$ cat config.mk
export PLATFORM = sky130hd
export DESIGN_NAME = ad_multi_ch_scheduler
export DESIGN_NICKNAME = d
export VERILOG_FILES = /design/src/rtl/ad_multi_ch_scheduler.sv
export SDC_FILE = /design/constraint.sdc
export NUM_CORES = 1
export LEC_CHECK = 0
export CORE_MARGIN = 2
export CORE_UTILIZATION = 40
export DETAILED_ROUTE_END_ITERATION = 8
export GPL_ROUTABILITY_DRIVEN = 0
export MAX_ROUTING_LAYER = met4
export PLACE_DENSITY = 0.7
export SYNTH_ARGS = -nofsm -noshare
export SYNTH_HDL_FRONTEND = slang
export SYNTH_SLANG_ARGS = --single-unit
$ cat constraint.sdc
create_clock -name clk -period 3.4 [get_ports clk]
set_input_delay 0.68 -clock clk [delete_from_list [all_inputs] [get_ports clk]]
set_output_delay 0.68 -clock clk [all_outputs]
set_load 0.1 [all_outputs]
$ cat src/rtl/ad_multi_ch_scheduler.sv
// ad_multi_ch_scheduler
//   Frame sequencer between the AD7606 driver and the voltage_cal/bcd/uart
//   chain. Every PERIOD cycles it freezes the most recent complete channel
//   set, walks the enabled channels in ascending order, starts the formatter
//   for each one and holds the UART write request until the transmitter
//   reports completion.
//
// Ports
//   clk, rst        system clock, synchronous active-high reset
//   ch_data         packed channel results, ch0 in the LSBs
//   ch_valid        one-cycle pulse: ch_data holds a new complete set
//   ch_mask         channel enable, sampled only at frame start
//   sel_data/sel_ch sample and index being formatted/sent
//   fmt_start       one-cycle formatter start pulse
//   fmt_done        formatter result stable (level or pulse)
//   tx_we / tx_end  UART write request / UART transfer complete
//   busy            high from frame start until frame end
//   frame_done      one-cycle pulse at frame end
//   fmt_err         sticky formatter-timeout flag, cleared only by rst
//   overrun_cnt     saturating count of period ticks dropped mid-frame
module ad_multi_ch_scheduler #(
  parameter int NUM_CH      = 8,
  parameter int DATA_W      = 16,
  parameter int CLK_FRE     = 50,
  parameter int SAMPLE_TIME = 20,
  parameter int FMT_TIMEOUT = 64,
  // Frame period in cycles; overridable so short periods can be exercised.
  parameter int PERIOD      = CLK_FRE * 1000 * SAMPLE_TIME
) (
  input  logic                     clk,
  input  logic                     rst,
  input  logic [NUM_CH*DATA_W-1:0] ch_data,
  input  logic                     ch_valid,
  input  logic [NUM_CH-1:0]        ch_mask,
  output logic [DATA_W-1:0]        sel_data,
  output logic [2:0]               sel_ch,
  output logic                     fmt_start,
  input  logic                     fmt_done,
  output logic                     tx_we,
  input  logic                     tx_end,
  output logic                     busy,
  output logic                     frame_done,
  output logic                     fmt_err,
  output logic [7:0]               overrun_cnt
);
  localparam int CNT_W = (PERIOD > 1) ? $clog2(PERIOD) : 1;
  localparam int TO_W  = (FMT_TIMEOUT > 1) ? $clog2(FMT_TIMEOUT) : 1;
  localparam int CH_W  = (NUM_CH > 1) ? $clog2(NUM_CH) : 1;
  // idx must be able to reach NUM_CH, the end-of-scan marker.
  localparam int IDX_W = $clog2(NUM_CH + 1);

  typedef enum logic [2:0] {IDLE, SCAN, FMT, TX, DONE} state_t;

  state_t                        state;
  logic [CNT_W-1:0]              cnt;
  logic                          tick;
  logic [TO_W-1:0]               wait_cnt;
  logic [IDX_W-1:0]              idx;
  logic [CH_W-1:0]               cur;
  logic [NUM_CH-1:0][DATA_W-1:0] shadow;
  logic [NUM_CH-1:0][DATA_W-1:0] latched;
  logic [NUM_CH-1:0]             latched_mask;

  assign tick = (cnt == CNT_W'(PERIOD - 1));
  assign cur  = idx[CH_W-1:0];

  // Free-running frame period counter.
  always_ff @(posedge clk) begin
    if (rst)       cnt <= '0;
    else if (tick) cnt <= '0;
    else           cnt <= cnt + CNT_W'(1);
  end

  // Shadow copy of the latest complete set; a frame works from its own
  // latched copy so ch_valid mid-frame cannot disturb the data being sent.
  always_ff @(posedge clk) begin
    if (rst)           shadow <= '0;
    else if (ch_valid) shadow <= ch_data;
  end

  always_ff @(posedge clk) begin
    if (rst) begin
      state        <= IDLE;
      idx          <= '0;
      wait_cnt     <= '0;
      latched      <= '0;
      latched_mask <= '0;
      sel_data     <= '0;
      sel_ch       <= '0;
      fmt_start    <= 1'b0;
      tx_we        <= 1'b0;
      busy         <= 1'b0;
      frame_done   <= 1'b0;
      fmt_err      <= 1'b0;
      overrun_cnt  <= '0;
    end else begin
      fmt_start  <= 1'b0;
      frame_done <= 1'b0;

      // A tick that lands mid-frame is dropped and only counted.
      if (tick && state != IDLE && overrun_cnt != 8'hFF)
        overrun_cnt <= overrun_cnt + 8'd1;

      unique case (state)
        IDLE: begin
          if (tick && ch_mask != '0) begin
            latched      <= shadow;
            latched_mask <= ch_mask;
            idx          <= '0;
            busy         <= 1'b1;
            state        <= SCAN;
          end
        end
        SCAN: begin
          if (idx == IDX_W'(NUM_CH)) begin
            state <= DONE;
          end else if (latched_mask[cur]) begin
            sel_ch    <= 3'(cur);
            sel_data  <= latched[cur];
            fmt_start <= 1'b1;
            wait_cnt  <= '0;
            state     <= FMT;
          end else begin
            idx <= idx + IDX_W'(1);
          end
        end
        FMT: begin
          if (fmt_done) begin
            state <= TX;
          end else if (wait_cnt == TO_W'(FMT_TIMEOUT - 1)) begin
            // Formatter stalled: flag it and skip this channel unsent.
            fmt_err <= 1'b1;
            idx     <= idx + IDX_W'(1);
            state   <= SCAN;
          end else begin
            wait_cnt <= wait_cnt + TO_W'(1);
          end
        end
        TX: begin
          // tx_end already high on entry completes without raising tx_we.
          if (tx_end) begin
            tx_we <= 1'b0;
            idx   <= idx + IDX_W'(1);
            state <= SCAN;
          end else begin
            tx_we <= 1'b1;
          end
        end
        DONE: begin
          frame_done <= 1'b1;
          busy       <= 1'b0;
          state      <= IDLE;
        end
        default: state <= IDLE;
      endcase
    end
  end
endmodule
-- Word-level counts from Yosys, hierarchy flattened
Index checks and enable logic that the tools add are counted.
- bits in registers: 329
- bits in latches: 0
- memory bits (read-only): 0
- word-level logic and storage cells: 101
- RAM bits: 0
- memories: 0
- input port bits: 141
- equality and inequality tests: 18
- reductions and logical operators: 18
- bitwise operators: 3
- div/mod/pow operators: 0
- mux-type cells: 28
- add/sub/neg operators: 4
- multiply operators: 0
- $lt $le $gt $ge: 1
- shifts and indexed selects: 0
- operator list (cell ; count):
    binary-select mux 16 bit (select 3 bit) ; 1
    two-way mux 4 bit ; 6
    two-way mux 6 bit ; 4
    adder 20 x 1 -> 20 bit, second input constant ; 1
    == test 20 bit, second input constant ; 1
    two-way mux 3 bit ; 6
    two-way mux 16 bit ; 1
    != test 2 bit, second input constant ; 8
    case mux 4 bit (4 select lines) ; 1
    case mux 3 bit (4 select lines) ; 1
    case mux 6 bit (2 select lines) ; 1
    adder 8 x 1 -> 8 bit, second input constant ; 1
    != test 8 bit, second input constant ; 1
    nonzero test 8 bit ; 1
    AND reduction 7 bit ; 1
    adder 6 x 1 -> 6 bit, second input constant ; 1
    == test 3 x 2 -> 1 bit, second input constant ; 2
    == test 6 bit, second input constant ; 1
    != test 3 bit, second input constant ; 2
    AND reduction 3 bit ; 2
    two-way mux 1 bit ; 5
    AND reduction 5 bit ; 1
    adder 4 x 1 -> 4 bit, second input constant ; 1
    == test 4 bit, second input constant ; 1
    15 further kinds ; 21

-- Logic depth before layout (Yosys ltp)
Gate-level depths: netlist of run 1.
- depth after elaboration: 5
- depth in mapped cells: 11
- mapped depth without buffers: 8

-- Worst setup path before layout of run 1
OpenSTA, ideal clock, no wires.
- kind: reg-to-reg
- from: register idx[0]
- to: register idx[2]
- setup time: 0.116 ns
- data required time: 3.284 ns
- stages on the path, launching flop included: 12
- slack: 0.894 ns
- path buffers: 3
- arrival: 2.391 ns
- cells stage by stage: dfxtp_1 > buf_6 > buf_2 > buf_2 > inv_1 > ha_1 > nand3b_1 > mux2i_1 > a22o_1 > a2111oi_4 > o41ai_1 > a31o_1
- cells in the longest elaborated chain, start to end: 4
- elaborated cells on any way between the ends: 13
- ends and longest elaborated chain (what ; line ; RTL):
    from (decl) ; 58 ; logic [IDX_W-1:0] idx;
    from (signal assigned) ; 124 ; idx <= idx + IDX_W'(1);
    from (signal assigned) ; 133 ; idx <= idx + IDX_W'(1);
    from (signal assigned) ; 143 ; idx <= idx + IDX_W'(1);
    adder 4 x 1 -> 4 bit / binary-select mux 1 bit (select 3 bit) (equally long branches) ; - ;
    two-way mux 4 bit (tied with other cells) ; 130 ; end else if (wait_cnt == TO_W'(FMT_TIMEOUT - 1)) begin
    two-way mux 4 bit (tied with other cells) ; 128 ; if (fmt_done) begin
    case mux 4 bit (4 select lines) / AND reduction 7 bit (equally long branches) ; - ;
Several ways; a longest one is shown, not always the timed one. The select of a mux whose other input is x is not followed.
A chain may end at the register's enable or synchronous reset.

-- Final worst setup path of run 1
- from: register sel_data[15]
- to: output port sel_data[15]
- RTL lines (what ; line ; RTL):
    from (decl) ; 35 ; output logic [DATA_W-1:0] sel_data,
    from (signal assigned) ; 119 ; sel_data <= latched[cur];
No word-level cell between the ends.

==> results of run 1 <==
## power groups by stage
stage | registers, mW | clock network, mW | logic, mW
after CTS | 4.07 | 4.21 | 0.905
after global routing | 4.09 | 4.38 | 0.973
after detailed placement | 4.16 | 0 | 0.898
after floorplan | 4.11 | 0 | 0.615
final | 4.07 | 4.14 | 0.894
after global placement | 4.15 | 0 | 0.885
## how the worst min path moves through the flow
stage	start	end	slack (ps)	depth (start not counted)
floorplan	latched[100]$_SDFFE_PP0P_	latched[100]$_SDFFE_PP0P_	430	2
CTS	latched[34]$_SDFFE_PP0P_	latched[34]$_SDFFE_PP0P_	450	2
global placement	latched[73]$_SDFFE_PP0P_	latched[73]$_SDFFE_PP0P_	440	2
finish	latched[104]$_SDFFE_PP0P_	latched[104]$_SDFFE_PP0P_	450	2
detailed placement	latched[34]$_SDFFE_PP0P_	latched[34]$_SDFFE_PP0P_	440	2
global route	latched[35]$_SDFFE_PP0P_	latched[35]$_SDFFE_PP0P_	460	2
## worst min-delay path, cell delays in order, from the launching register on
cell and delay (ps):
dfxtp_1 310, nand2_1 50, a21oi_1 50
## cell families (layout without fill, tap and decap cells)
| kind of cell | Yosys count | count (layout) | synth area share (%) |
|---|---|---|---|
| AOI/OAI and AO/OA | 195 | 195 | 8.524 |
| xor gates and xnor gates | 22 | 22 | 1.493 |
| adders and majority gates | 5 | 5 | 0.4849 |
| buffers and inverters | 106 | 263 | 3.404 |
| DFF | 329 | 329 | 51.05 |
| muxes | 182 | 182 | 17.26 |
| other | 0 | 1 | 0 |
| and+or+nand+nor | 553 | 553 | 17.79 |
## final cells by class
type / instances / area, sq um
Fill cell: 2873 / 15420
Sequential cell: 329 / 6589
Multi-Input combinational cell: 957 / 5884
Timing Repair Buffer: 195 / 1953
Clock buffer: 53 / 1077
Tap cell: 402 / 503.0
Clock inverter: 11 / 195.2
Inverter: 4 / 15.01
Antenna cell: 1 / 2.502
## through the flow
stage / hold slack, ps / instance area (sq um) / cells / utilization, % / power [mW]
after global routing: 462.1 / 16220 / 1952 / 51.27 / 9.437
after floorplan: 428.6 / 12900 / 1392 / - / 4.725
after detailed placement: 440.1 / 14940 / 1887 / 47.24 / 5.054
after global placement: 435.4 / 14940 / 1887 / 47.24 / 5.038
after CTS: 448.0 / 16220 / 1951 / 51.26 / 9.187
final: 449.1 / 16220 / 1952 / 51.27 / 9.110
## sequential cells by signal (all words and copies together), names as in the netlist, 4 cells and up
name,cells
sel_data,16
shadow,128
latched_mask,8
wait_cnt,6
cnt,20
idx,4
overrun_cnt,8
latched,128
## cells in the final DEF, fill, tap and decap left out, types with 3 or more instances in the layout
master	count
or4_1	4
mux2i_1	149
nor3_1	4
and3_1	7
mux4_2	32
a211oi_1	18
nor2b_1	6
clkinv_2	4
dfxtp_1	327
inv_1	4
buf_4	38
xnor2_1	5
xor2_1	17
buf_12	9
or3_1	6
and2_1	3
bufinv_16	5
clkbuf_1	8
o21ai_0	11
clkbuf_16	38
clkdlybuf4s50_1	146
a21oi_1	147
nand4_1	7
ha_1	5
nand3_1	16
clkbuf_8	7
nand2_1	293
nor2_1	189
## routing by layer
metal | part of all wire, % | routed length (microns) | up-vias | GRT usage, %
met2 | 46 | 14960 | 230 | 30.84
met1 | 47 | 15420 | 4709 | 26.75
met4 | 1.9 | 614 | 0 | 5.056
li1 | - | - | 4986 | -
met3 | 4.9 | 1609 | 43 | 3.249
met5 | 0 | 0 | - | -
==> qor.csv, run 1 <==
stage,metric,value,unit
status,outcome,"complete, no violations",
critical_path,end_kind,output pin,
route,firstDrtPassIters,5,
yosys,synth-edff-count,0,
die,dieArea,0.03371,sq mm
global_route,grt_usage,19.76,%
critical_path,rr_worst_depth,7,
sta,period_needed,2711,ps
critical_path,timing.rr.start,cnt[6]$_SDFF_PP0_,
critical_path,crit_buf_inv,1,
critical_path,crit_end,sel_data[15],
critical_path,r2r_slack,820,ps
yosys,yosysMostFrequentCell,dfxtp_1,
power,ir_drop,343.5,uV
worst_hold_path,hold_path_class,reg -> reg,
yosys,synthCells,1392,
critical_path,worstSetupPathDepth,1,
yosys,yosys-top-cells-count,"dfxtp_1 (329), nand2_1 (293), nor2_1 (189)",
route,drt-wirelength-per-cell,16.71,microns
route,drt_wl_total,32610,microns
yosys,ys_ff_latch,329,
die,ios,173,
critical_path,cpLargestDelayFamily,buffers and inverters,
place,dp_hpwl,22200,microns
cts,cts-resized-gates,0,
cts,post-cts-setup-buffers,0,
yosys,synth_top_cell_by_area,dfxtp_1,
yosys,synth_area_leaders,"dfxtp_1 (51%), mux2i_1 (12%), nand2_1 (8.5%)",
global_route,grt_overflow,0,
yosys,netlist_area,0.01290,sq mm
route,vias,9968,
route,ant_nets,0,
critical_path,critPathSlowestCell,clkdlybuf4s50_1,
yosys,yosysWarnings,0,
power,power.switching,2.112,mW
power,p_seq_share,44.7,%
global_route,grt_pass1_wl,51640,microns
power,clock_power_share,45.5,%
yosys,yosys.area.top_type_share,51.05,%
cts,cts_tree,built,
power,power.density,561.7,mW/mm^2
yosys,synthFlopType,dfxtp_1,
cts,h-tree-depth,2,
power,p_leak,6.017,nW
cts,cts_buffers,36,
place,port_buffers,172,
critical_path,cpPeakStageDelay,1150,ps
critical_path,worstPathMaxFanout,2,
sta,setup_violations,0,
place,place_ws,533.6,ps
sta,skew,23.25,ps
sta,fmax,368.9,MHz
finish,final_nets,1669,
power,p_int,6.998,mW
critical_path,crit_path_start_kind,flip-flop,
critical_path,crit_required,2720,ps
critical_path,r2r-end,latched[126]$_SDFFE_PP0P_,
yosys,synth_cell_type_count,56,
critical_path,setup.worst_path.start,sel_data[15]$_SDFFE_PP0P_,
sta,finalHoldViolCount,0,
sta,fin_crit_sh,79.72,%
power,switching_share,23.18,%
die,fp.dieW,183.6,microns
sta,fin_ws,689.4,ps
route,first_iter_violations,638,
yosys,async_flop_share,0,%
cts,clock-sinks,329,
global_route,antenna_found_initial,1,
cts,cts_root_buf,clkbuf_16,
critical_path,crit_type,reg -> out,
job,max_cap_violations,0,
sta,worst_pin_slew,966.7,ps
sta,tns,0,ps
sta,rsz0062_at_grt,false,
yosys,yosysSeqAreaShare,51.05,%
route,vias_per_cell,5.107,
die,rows,65,
global_route,grt_max_degree,153,
cts,path_clk_slew,60,ps
die,core-area,0.03164,sq mm
critical_path,cp_cell_sequence,clkdlybuf4s50_1,
die,initial_utilization,40.78,%
yosys,synth_nets,1538,
sta,drv_slew,0,
cts,clkLatencyLatePin,520,ps
cts,cts_hold_buf,0,
route,drc,0,
finish,area_growth,25.71,%
critical_path,worstPathArrival,2030,ps
cts,cts_buffer_depth,3,
die,chipHeight,183.6,microns
yosys,syn_avg_cell_area,9.269,sq um
power,p_comb_share,9.8,%
sta,slew_headroom,35.35,%
finish,final_layout_size_suffix_gt1_share,9.942,%
global_route,first_global_vias,9690,
(Power assumes the default switching activity.)
==> run 2: changes to the inputs <==
--- a/config.mk
+++ b/config.mk
@@ -10,7 +10,7 @@
 export DETAILED_ROUTE_END_ITERATION = 8
 export GPL_ROUTABILITY_DRIVEN = 0
 export MAX_ROUTING_LAYER = met4
-export PLACE_DENSITY = 0.7
+export PLACE_DENSITY = 0.73
 export SYNTH_ARGS = -nofsm -noshare
 export SYNTH_HDL_FRONTEND = slang
 export SYNTH_SLANG_ARGS = --single-unit
==> constraint.sdc (replaced) <==
create_clock -name clk -period 2.28 [get_ports clk]
set_input_delay 0.456 -clock clk [delete_from_list [all_inputs] [get_ports clk]]
set_output_delay 0.456 -clock clk [all_outputs]
set_load 0.1 [all_outputs]
==> run 2 against run 1 <==
  * Sequential cell count unchanged
  * Non-clock buffer count up 25
  * Routed wire length grew 0.63%
  * Register-to-register slack got worse by 700 ps
  * Sequential power up 48%
  * Setup slack got worse by 570 ps
  * Highest routed layer unchanged
  * First-iteration DRC count is 11% higher
  * Worst hold slack worse by 190 ps
  * Final cell count is 0.92% higher
  * Critical path depth grew 5
==> qor.csv, run 2 (synthesis gave the netlist of run 1 again) <==
stage,metric,value,unit
cts,clkLatencyLatePin,510,ps
die,core-area,0.03164,sq mm
power,p_leak,6.102,nW
critical_path,worstPathArrival,2550,ps
place,place_ws,-258.2,ps
route,ant_nets,0,
finish,final_cell_mix,"dfxtp_1 (327), nand2_1 (293), nor2_1 (189)",
global_route,grt_pass1_wl,51670,microns
critical_path,timing.rr.start,cnt[11]$_SDFF_PP0_,
sta,period_needed,2164,ps
route,drt-wirelength-per-cell,16.66,microns
sta,fin_crit_sh,94.92,%
finish,final_layout_size_suffix_gt1_share,11.61,%
sta,finalHoldViolCount,0,
critical_path,r2r_slack,120,ps
power,power.switching,3.043,mW
place,port_buffers,172,
die,rows,65,
finish,nFillCells,2791,
finish,regArea,0.006589,sq mm
sta,tns,0,ps
place,dp_cells,1910,
cts,path_clk_slew,60,ps
die,chipHeight,183.6,microns
cts,cts_buffers,34,
critical_path,worstPathMaxFanout,4,
global_route,antenna_found_initial,0,
finish,multi_input_area,0.005889,sq mm
die,dieArea,0.03371,sq mm
cts,cts_tree,built,
route,drc,0,
global_route,first_global_vias,9690,
power,clock_power_share,42.3,%
sta,drv_slew,0,
place,dp_hpwl,22560,microns
sta,slew_headroom,51.49,%
power,power.density,793.9,mW/mm^2
route,firstDrtPassIters,7,
sta,skew,16.35,ps
worst_hold_path,min_to,tx_we$_SDFFE_PP0N_,
power,p_comb_share,11.0,%
route,vias_per_cell,5.148,
critical_path,end_kind,flip-flop,
critical_path,crit_required,2670,ps
cts,clock-sinks,329,
power,p_int,9.900,mW
job,max_cap_violations,0,
cts,cts_buffer_depth,3,
worst_hold_path,hold_path.startpoint,rst,
critical_path,crit_type,reg -> reg,
sta,hold_ws,260.4,ps
power,total_power,12.94,mW
finish,n_antenna_cell,0,
power,switching_share,23.51,%
cts,cts_root_buf,clkbuf_16,
worst_hold_path,hold_path_class,in -> reg,
power,ir_drop,411.5,uV
route,first_iter_violations,706,
sta,fin_ws,115.7,ps
global_route,grt_overflow,0,
die,fp.dieW,183.6,microns
status,outcome,"complete, no violations",
route,vias,10140,
power,p_seq_share,46.7,%
finish,reg_top3,"latched (128), shadow (128), cnt (20)",
sta,setup_violations,0,
worst_hold_path,min_delay_path_depth,2,
sta,rsz0062_at_grt,false,
die,ios,173,
global_route,grt_usage,19.81,%
finish,finalNonFillerCells,1970,
finish,area_growth,26.36,%
die,initial_utilization,40.78,%
critical_path,rr_worst_depth,6,
finish,layout_commonest_cell,dfxtp_1,
sta,fmax,462.0,MHz
route,drt_wl_total,32820,microns
critical_path,r2r-end,idx[2]$_SDFFE_PP0P_,
finish,final_nets,1692,
cts,h-tree-depth,2,
global_route,grt_max_degree,116,
sta,worst_pin_slew,727.6,ps
critical_path,crit_path_start_kind,flip-flop,
==> run 2: cell types whose count changed in the layout (fill, tap and decap cells not counted), moves of 2 or more <==
cell,previous run,this run
clkdlybuf4s50_1,146,138
buf_4,38,64
bufinv_16,5,1
clkinv_2,4,6
buf_12,9,16
==> run 2: routing by layer <==
layer | vias up | track usage (%) | share of wire (%)
met5 | - | - | 0
met4 | 0 | 6.272 | 2.8
met3 | 55 | 3.526 | 5.0
met2 | 259 | 30.90 | 46
met1 | 4794 | 26.20 | 47
li1 | 5034 | - | -
==> run 2: cell type report <==
class                           count  share of cell area, %
Sequential cell                   329                  40.41
Multi-Input combinational cell    957                  36.12
Timing Repair Buffer              220                  13.55
Clock buffer                       51                  6.370
Tap cell                          402                  3.085
Clock inverter                      7                 0.3684
Inverter                            4                0.09210
==> run 2: worst max path at each step <==
stage | from | slack [ps] | cells past startpoint | end
6_report | cnt[11]$_SDFF_PP0_ | 120 | 6 | idx[2]$_SDFFE_PP0P_
5_1_grt | cnt[11]$_SDFF_PP0_ | 20 | 7 | idx[1]$_SDFFE_PP0P_
4_1_cts | cnt[11]$_SDFF_PP0_ | 40 | 7 | latched[35]$_SDFFE_PP0P_
3_5_place_dp | ch_mask[3] | -260 | 8 | latched[30]$_SDFFE_PP0P_
3_3_place_gp | ch_mask[3] | -210 | 8 | latched[31]$_SDFFE_PP0P_
2_1_floorplan | idx[0]$_SDFFE_PP0P_ | 9 | 11 | idx[2]$_SDFFE_PP0P_
==> run 2: through the flow <==
| stage | area (sq um) | util (%) |
|---|---|---|
| finish | 16300 | 51.53 |
| global route | 16300 | 51.53 |
| CTS | 16270 | 51.43 |
| detailed placement | 15170 | 47.96 |
| global placement | 15170 | 47.96 |
| floorplan | 12910 | - |
==> run 2: repair_timing <==
action                                  in CTS  in global routing
endpoints found under the setup margin       0                130
setup buffers                                0                  2
resized for setup                            0                  2
hold buffers                                 0                  0
==> run 2: power groups by stage <==
stage | registers [mW] | clock network, mW | logic [mW]
after floorplan | 6.13 | 0 | 0.934
after global placement | 6.16 | 0 | 1.42
after detailed placement | 6.16 | 0 | 1.44
after CTS | 6.04 | 5.58 | 1.44
after global routing | 6.06 | 5.84 | 1.55
final | 6.04 | 5.47 | 1.43
==> run 2: worst max-delay path, stage by stage, from the launching register on <==
cell and delay (ps):
dfxtp_1 350, nor4_2 270, nand4b_1 210, or3_4 450
a2111oi_4 410, o41ai_1 140, a31o_1 230
==> run 3: changes to the inputs <==
--- a/config.mk
+++ b/config.mk
@@ -7,6 +7,7 @@
 export LEC_CHECK = 0
 export CORE_MARGIN = 2
 export CORE_UTILIZATION = 40
+export CTS_CLUSTER_SIZE = 24
 export DETAILED_ROUTE_END_ITERATION = 8
 export GPL_ROUTABILITY_DRIVEN = 0
 export MAX_ROUTING_LAYER = met4
==> results of run 3 <==
No change in the layout: final DEF, timing and power equal those of run 2.
